`src/rtl/y86_pkg.sv`:
```
// y86_pkg: shared encodings for the Y86-64 pipeline.
//   - instruction codes (icode), status codes (stat), the "no register" id
//   - the run/halt state type used by the pipeline control unit
// The pipeline registers import the same package so every stage agrees on
// these encodings.
package y86_pkg;

  // Instruction codes
  localparam logic [3:0] I_NOP    = 4'h1;
  localparam logic [3:0] I_MRMOVQ = 4'h5;
  localparam logic [3:0] I_OPQ    = 4'h6;
  localparam logic [3:0] I_JXX    = 4'h7;
  localparam logic [3:0] I_RET    = 4'h9;
  localparam logic [3:0] I_POPQ   = 4'hB;

  // Register id meaning "no register"
  localparam logic [3:0] R_NONE   = 4'hF;

  // Status codes
  localparam logic [1:0] S_AOK    = 2'd0;
  localparam logic [1:0] S_HLT    = 2'd1;
  localparam logic [1:0] S_ADR    = 2'd2;
  localparam logic [1:0] S_INS    = 2'd3;

  // Run/halt control state
  typedef enum logic [1:0] {
    ST_IDLE = 2'd0,
    ST_RUN  = 2'd1,
    ST_HALT = 2'd2
  } ctrl_state_e;

endpackage

```
`src/rtl/y86_hazard_detect.sv`:
```
// y86_hazard_detect: purely combinational hazard classification.
// Inputs : D_icode, E_icode, M_icode, E_dstM, d_srcA, d_srcB, e_Cnd,
//          m_stat, W_stat (pipeline register / stage values)
// Outputs: loaduse - load in E writes a register that D is reading
//          retp    - a ret is somewhere in D, E or M
//          mispred - conditional jump in E was predicted taken but is not
//          exc_m   - memory stage reports a non-AOK status
//          exc_w   - writeback register holds a non-AOK status
module y86_hazard_detect
  import y86_pkg::*;
(
  input  logic [3:0] D_icode,
  input  logic [3:0] E_icode,
  input  logic [3:0] M_icode,
  input  logic [3:0] E_dstM,
  input  logic [3:0] d_srcA,
  input  logic [3:0] d_srcB,
  input  logic       e_Cnd,
  input  logic [1:0] m_stat,
  input  logic [1:0] W_stat,
  output logic       loaduse,
  output logic       retp,
  output logic       mispred,
  output logic       exc_m,
  output logic       exc_w
);

  logic e_is_load;

  assign e_is_load = (E_icode == I_MRMOVQ) || (E_icode == I_POPQ);

  // RNONE guard matters: an unused source field is also encoded as RNONE,
  // so without it a load with no destination would match an absent source.
  assign loaduse = e_is_load && (E_dstM != R_NONE) &&
                   ((E_dstM == d_srcA) || (E_dstM == d_srcB));

  assign retp    = (D_icode == I_RET) || (E_icode == I_RET) ||
                   (M_icode == I_RET);

  // Jumps are predicted taken, so a false condition is a mispredict.
  assign mispred = (E_icode == I_JXX) && !e_Cnd;

  assign exc_m   = (m_stat != S_AOK);
  assign exc_w   = (W_stat != S_AOK);

endmodule

```
`src/rtl/pipe_ctrl.sv`:
```
// pipe_ctrl: pipeline control unit for the Y86-64 five-stage pipeline.
// Parameters: CNT_W - width of each saturating performance counter.
// Inputs : clk, rst (async, active high), start (sampled in IDLE only),
//          D/E/M icodes, E_dstM, d_srcA/d_srcB, e_Cnd, m_stat, W_stat.
// Outputs: F_stall, D_stall, D_bubble, E_bubble, M_bubble, W_stall,
//          set_cc (pipeline register / condition code controls),
//          cpu_halted, final_stat (status that caused the halt),
//          cycle_cnt, loaduse_cnt, mispred_cnt, ret_cnt (RUN-only counters).
// Control outputs are combinational from inputs and current state so the
// pipeline registers act on them at the same clock edge.
module pipe_ctrl
  import y86_pkg::*;
#(
  parameter int CNT_W = 32
) (
  input  logic             clk,
  input  logic             rst,
  input  logic             start,
  input  logic [3:0]       D_icode,
  input  logic [3:0]       E_icode,
  input  logic [3:0]       M_icode,
  input  logic [3:0]       E_dstM,
  input  logic [3:0]       d_srcA,
  input  logic [3:0]       d_srcB,
  input  logic             e_Cnd,
  input  logic [1:0]       m_stat,
  input  logic [1:0]       W_stat,
  output logic             F_stall,
  output logic             D_stall,
  output logic             D_bubble,
  output logic             E_bubble,
  output logic             M_bubble,
  output logic             W_stall,
  output logic             set_cc,
  output logic             cpu_halted,
  output logic [1:0]       final_stat,
  output logic [CNT_W-1:0] cycle_cnt,
  output logic [CNT_W-1:0] loaduse_cnt,
  output logic [CNT_W-1:0] mispred_cnt,
  output logic [CNT_W-1:0] ret_cnt
);

  localparam logic [CNT_W-1:0] CNT_MAX = '1;
  localparam logic [CNT_W-1:0] CNT_ONE = CNT_W'(1);

  ctrl_state_e state_q, state_d;
  logic loaduse, retp, mispred, exc_m, exc_w;

  y86_hazard_detect u_hazard (
    .D_icode (D_icode),
    .E_icode (E_icode),
    .M_icode (M_icode),
    .E_dstM  (E_dstM),
    .d_srcA  (d_srcA),
    .d_srcB  (d_srcB),
    .e_Cnd   (e_Cnd),
    .m_stat  (m_stat),
    .W_stat  (W_stat),
    .loaduse (loaduse),
    .retp    (retp),
    .mispred (mispred),
    .exc_m   (exc_m),
    .exc_w   (exc_w)
  );

  // State register
  always_ff @(posedge clk or posedge rst) begin
    if (rst) state_q <= ST_IDLE;
    else     state_q <= state_d;
  end

  // Next state and control outputs. Defaults are the frozen-pipeline
  // values used in IDLE and HALT: everything stalls, E/M flush to NOP.
  always_comb begin
    state_d  = state_q;
    F_stall  = 1'b1;
    D_stall  = 1'b1;
    D_bubble = 1'b0;
    E_bubble = 1'b1;
    M_bubble = 1'b1;
    W_stall  = 1'b1;
    set_cc   = 1'b0;
    case (state_q)
      ST_IDLE: begin
        if (start) state_d = ST_RUN;
      end
      ST_RUN: begin
        F_stall  = loaduse | retp;
        D_stall  = loaduse;
        // Stall wins over bubble in D, so a ret waiting behind a load-use
        // stall is held rather than replaced.
        D_bubble = mispred | (retp & !loaduse);
        E_bubble = mispred | loaduse;
        M_bubble = exc_m | exc_w;
        W_stall  = exc_w;
        set_cc   = (E_icode == I_OPQ) & !exc_m & !exc_w;
        if (exc_w) state_d = ST_HALT;
      end
      ST_HALT: begin
        state_d = ST_HALT;
      end
      default: begin
        state_d = ST_IDLE;
      end
    endcase
  end

  assign cpu_halted = (state_q == ST_HALT);

  // Status of the instruction that stopped the machine.
  always_ff @(posedge clk or posedge rst) begin
    if (rst) begin
      final_stat <= S_AOK;
    end else if (state_q == ST_RUN && exc_w) begin
      final_stat <= W_stat;
    end
  end

  // Saturating performance counters, active only in RUN (the cycle that
  // moves RUN to HALT is still counted).
  always_ff @(posedge clk or posedge rst) begin
    if (rst) begin
      cycle_cnt   <= '0;
      loaduse_cnt <= '0;
      mispred_cnt <= '0;
      ret_cnt     <= '0;
    end else if (state_q == ST_RUN) begin
      if (cycle_cnt != CNT_MAX)
        cycle_cnt <= cycle_cnt + CNT_ONE;
      if (loaduse && loaduse_cnt != CNT_MAX)
        loaduse_cnt <= loaduse_cnt + CNT_ONE;
      if (mispred && mispred_cnt != CNT_MAX)
        mispred_cnt <= mispred_cnt + CNT_ONE;
      if (retp && !loaduse && ret_cnt != CNT_MAX)
        ret_cnt <= ret_cnt + CNT_ONE;
    end
  end

endmodule
```
`config.mk`:
```
export PLATFORM = sky130hd
export DESIGN_NAME = pipe_ctrl
export DESIGN_NICKNAME = d
export VERILOG_FILES = /design/src/rtl/y86_pkg.sv /design/src/rtl/y86_hazard_detect.sv /design/src/rtl/pipe_ctrl.sv
export SDC_FILE = /design/constraint.sdc
export NUM_CORES = 1
export LEC_CHECK = 0
export CAP_MARGIN = 20
export CORE_MARGIN = 2
export CORE_UTILIZATION = 45
export CTS_CLUSTER_DIAMETER = 40
export DETAILED_ROUTE_END_ITERATION = 10
export PLACE_DENSITY = 0.81
export SYNTH_ARGS = -nofsm -noshare
export SYNTH_HDL_FRONTEND = slang
export SYNTH_HIERARCHICAL = 1
export SYNTH_SLANG_ARGS = --single-unit
```
`constraint.sdc`:
```
create_clock -name clk -period 4.6 [get_ports clk]
set_input_delay 1.15 -clock clk [delete_from_list [all_inputs] [get_ports clk]]
set_output_delay 1.15 -clock clk [all_outputs]
set_load 0.05 [all_outputs]
```
== After elaboration in Yosys (flattened, before gate mapping) ==
Index checks and enable logic that the tools add are counted.
Storage, ports and cells
  register bits after elaboration: 132
  bits of input ports: 32
  output and inout bits: 138
  logic and storage cells: 69
Operators by class
  add/sub/neg operators: 4
  eq/ne operators: 18
  muxes and demuxes: 10
  bitwise logic cells: 7
  reduce and logical (&&, ||, !) cells: 24
Operators by type and width (count)
  32-bit by 1-bit adder with 32-bit output (second input constant): 4
  32-bit != test (second input constant): 4
  4-bit equality test (second input constant): 4
  4-bit by 3-bit equality test with 1-bit output (second input constant): 3
  2-bit AND reduction: 5
  4-bit equality test: 2
  1-bit logical AND: 8
  1-bit two-way mux: 7
  2-bit one-hot mux with 3 select lines: 1
  1-bit zero test: 4
  1-bit logical OR: 4
  2-bit two-way mux: 2
  2-bit != test (second input constant): 2
  4-bit != test (second input constant): 1
  1-bit bitwise OR: 4
  2-bit nonzero test: 2
  1-bit bitwise AND: 3
  2-bit by 1-bit equality test with 1-bit output (second input constant): 1
  2-bit equality test (second input constant): 1
  2-bit zero test: 1

== Logic depth before layout (Yosys ltp) ==
Gate-level depths: netlist of run 1.
  depth in word-level cells: 8
  depth in mapped cells: 9
  mapped depth without buffers: 8

== By module ==
Netlist of run 1, hierarchy kept.
Modules (own cells, without submodules)
  pipe_ctrl: instances 1, cells each 577, area an instance 6359.8 um^2, sequential area each 3303.2 um^2
  y86_hazard_detect: instances 1, cells each 23, area an instance 182.7 um^2, sequential area each 0.0 um^2

== Worst setup path before layout of run 1 ==
Ideal clock, no wire load.
  path kind: in2out
  start: input W_stat[1]
  end: output set_cc
  data arrival time: 2.781 ns
  slack: 0.669 ns
  stages: 4
  path through: or2_2 > nor2b_1 > nand2b_1 > nor2_1
Between the ends
  word-level cells in the longest chain between the ends: 4
RTL lines
  from (decl): RTL line pipe_ctrl.sv:27  | input logic [1:0] W_stat,
  2-bit nonzero test: RTL line y86_hazard_detect.sv:44  | assign exc_w = (W_stat != S_AOK);
  1-bit zero test: RTL line pipe_ctrl.sv:96  | set_cc = (E_icode == I_OPQ) & !exc_m & !exc_w;
  1-bit bitwise AND: RTL line pipe_ctrl.sv:96
  1-bit two-way mux: RTL line pipe_ctrl.sv:83  | case (state_q)
  to (decl): RTL line pipe_ctrl.sv:34  | output logic set_cc,
Every way passes these cells.

== Worst setup path after layout of run 1 ==
  start: input W_stat[1]
  end: output M_bubble
Between the ends
  word-level cells in the longest chain between the ends: 3
RTL lines
  2-bit nonzero test: RTL line y86_hazard_detect.sv:44
  named net exc_w: RTL line pipe_ctrl.sv:47  | logic loaduse, retp, mispred, exc_m, exc_w;
  1-bit bitwise OR: RTL line pipe_ctrl.sv:94  | M_bubble = exc_m | exc_w;
  1-bit two-way mux: RTL line pipe_ctrl.sv:83
  to (decl): RTL line pipe_ctrl.sv:32  | output logic M_bubble,
The timed path passes the listed nets, and every way through them passes these cells.

==> results.cfg, run 1 <==
[critical_path]
rr_worst_depth = 8
crit_path_end_kind = primary output
r2r_end = loaduse_cnt[22]
crit_start = W_stat[1]
critPathMaxFanout = 4
cp.arrival_ns = 3.09
reg2reg_from = state_q[1]
crit_type = input port to primary output
startpoint_type = input port
r2r_slack_ns = 1.93
cp.required_ns = 3.45

[synthesis]
synthSimpleGateAreaFrac_pct = 25.2
ys_types = 52
synth_fp_nets = 639
synth_compound_area_share_pct = 2.98
syn_area_sq_um = 6540
synth_top_family_by_area = simple AND/OR/NAND/NOR gates
muxShareOfSynthArea_pct = 1.20
synth.avg_cell_area_sq_um = 10.9
netlist_instances = 600
synth_seq_area_share_pct = 50.5
async_reset_ff_share_pct = 100
ys.flop_type = dfrtp_1
synth-xor-area-share_pct = 17.4
synth-seq-cells = 132
yosys.area_share.adder_pct = 1.34
ys_warn_count = 6
synth_edf_count = 0

[place]
place_hpwl_microns = 12300
place_ws_ns = 0.340
finalWeightedCongestion = 0.874
portBuffers = 169

[timing]
fin_crit_ns = 4.24
finalCritPeriodShare_pct = 92.3
setup_tns_ns = 0
drv_slew = 0
fin_ws_ns = 0.355
grt_setup_unrepaired = false
finalClockSkew_ns = 0.00847
clock.fmax_mhz = 236
relSlewSlack_pct = 42.0
tightest_slew_ns = 0.868
hold_violations = 0
setup_viol = 0

[floorplan]
die_x_microns = 125
fp-row-count = 44
design.core.area_sq_um = 14400
die_area_sq_um = 15500
start_util_pct = 45.5
ios = 170
die_y_microns = 125

[clock_network]
clk_latency_ns = 0.40
cts_tree = done
root_buffer = clkbuf_16
clk_path_buf_depth = 2
cts_resized = 0
clock_sinks = 132
htreeDepth = 4
cts_hold_buf = 0
cts_buffers = 17
postCtsSetupRepairBufs = 0
clkTransAtPathRegs_ns = 0.05

[worst_hold_path]
hp-class = register to register
hold_depth = 1
min_from = cycle_cnt[7]
hold_end = cycle_cnt[7]

[routing]
dr.pass1.iters = 5
num_vias = 5400
viasPerCell = 5.50
routed_wl_microns = 16600
antenna_left = 0
drtIter0Drc = 399
drc = 0
routedWlPerCell_microns = 16.9

[global_routing]
first_global_vias = 5392
grt_usage_pct = 21.4
grt_pass1_wl_microns = 27000
grt-ovfl-total = 0
antenna_found_initial = 0
grt_max_degree = 69

[power_and_ir_drop]
p_per_area_nw_per_um2 = 365
peakVddDrop_v = 0.000433
p_leak_nw = 3.94

[final_layout]
area_growth_pct = 39.9
final_common_cell = clkdlybuf4s50_1
drive_gt1_share_pct = 8.40
fillers = 1081
final_cell_mix = clkdlybuf4s50_1, dfrtp_1, xnor2_1, nand2_1, nand3_1
antenna_cells = 0
fin_nets = 824

[job]
cap_violations = 0

[status]
status = finished, final reports clean
## how the worst max path moves through the flow
stage                    end  slack [ns]  cells after the start
global placement    M_bubble        0.34                      5
global route        M_bubble        0.30                      5
finish              M_bubble        0.36                      5
detailed placement  M_bubble        0.34                      5
floorplan             set_cc        0.67                      4
CTS                 M_bubble        0.34                      5
## critical path, stage by stage
cell	delay, ns
clkdlybuf4s50_1	0.42
or2_2	0.31
nor2b_1	0.30
nand2b_1	0.17
clkdlybuf4s50_1	0.74
## report_power, final
part           leakage [nW]  internal [mW]  switching [mW]
clock network         0.299          0.906           0.475
logic                  1.84          0.252           0.411
registers              1.80           1.22          0.0751
## logic make-up after synthesis
group,after synthesis
AND/OR/NAND/NOR,277
flip-flops,132
XOR/XNOR,130
buffers and inverters,24
AO/OA/AOI/OAI,23
multiplexers,7
adder cells (fa/ha/maj),7
## registers in the layout, summed over array words and instances, names as in the netlist
| name | flops |
|---|---|
| cycle_cnt | 32 |
| ret_cnt | 32 |
| loaduse_cnt | 32 |
| final_stat | 2 |
| mispred_cnt | 32 |
| state_q | 2 |
## cell type report
class	instances	area [sq um]	area share [%]
Multi-Input combinational cell	444	3150	34.4
Inverter	15	60.1	0.656
Clock buffer	23	488	5.33
Tap cell	184	230	2.52
Sequential cell	132	3300	36.1
Timing Repair Buffer	175	1800	19.6
Clock inverter	9	125	1.37
## Yosys cell counts (6+ instances only)
cell type  instances  area share [%]
nor2_1            27             1.5
nor4_1             6            0.57
inv_1             15            0.86
xnor2_1           86              12
clkbuf_1           8            0.46
ha_1               7             1.3
mux2_2             7             1.2
nand2_1           46             2.6
nand4_1           43             4.1
nor3_1            21             1.6
nand3_1           45             3.4
xor2_1            44             5.9
and4_1            19             2.5
dfrtp_1          132              50
and2_1             8            0.76
and3_1            21             2.0
## layer usage
layer	wire length (microns)	part of all wire [%]	GRT usage, %	vias to the layer above
met2	8390	51	36.0	182
met3	718	4.3	4.85	45
met4	637	3.8	9.39	0
met1	6830	41	26.4	2659
met5	0	0	0	-
li1	-	-	-	2514
## stage by stage
step / power, mW / hold slack [ns] / util, % / cells / instance area, sq um
floorplan: 1.71 / 0.505 / - / 600 / 6550
global placement: 1.96 / 0.473 / 59.4 / 949 / 8530
detailed placement: 1.98 / 0.478 / 59.4 / 949 / 8530
CTS: 3.38 / 0.492 / 63.7 / 981 / 9150
global route: 3.47 / 0.514 / 63.7 / 982 / 9150
finish: 3.34 / 0.489 / 63.7 / 982 / 9150
No activity file was read; power rests on OpenSTA's default activity.
==> run 2, diff against run 1 <==
--- a/config.mk
+++ b/config.mk
@@ -8,7 +8,7 @@
 export CAP_MARGIN = 20
 export CORE_MARGIN = 2
 export CORE_UTILIZATION = 45
-export CTS_CLUSTER_DIAMETER = 40
+export CTS_CLUSTER_DIAMETER = 50
 export DETAILED_ROUTE_END_ITERATION = 10
 export PLACE_DENSITY = 0.81
 export SYNTH_ARGS = -nofsm -noshare
==> results of run 2 <==
Same layout as run 1: the final DEF is identical, and so are final timing and power.
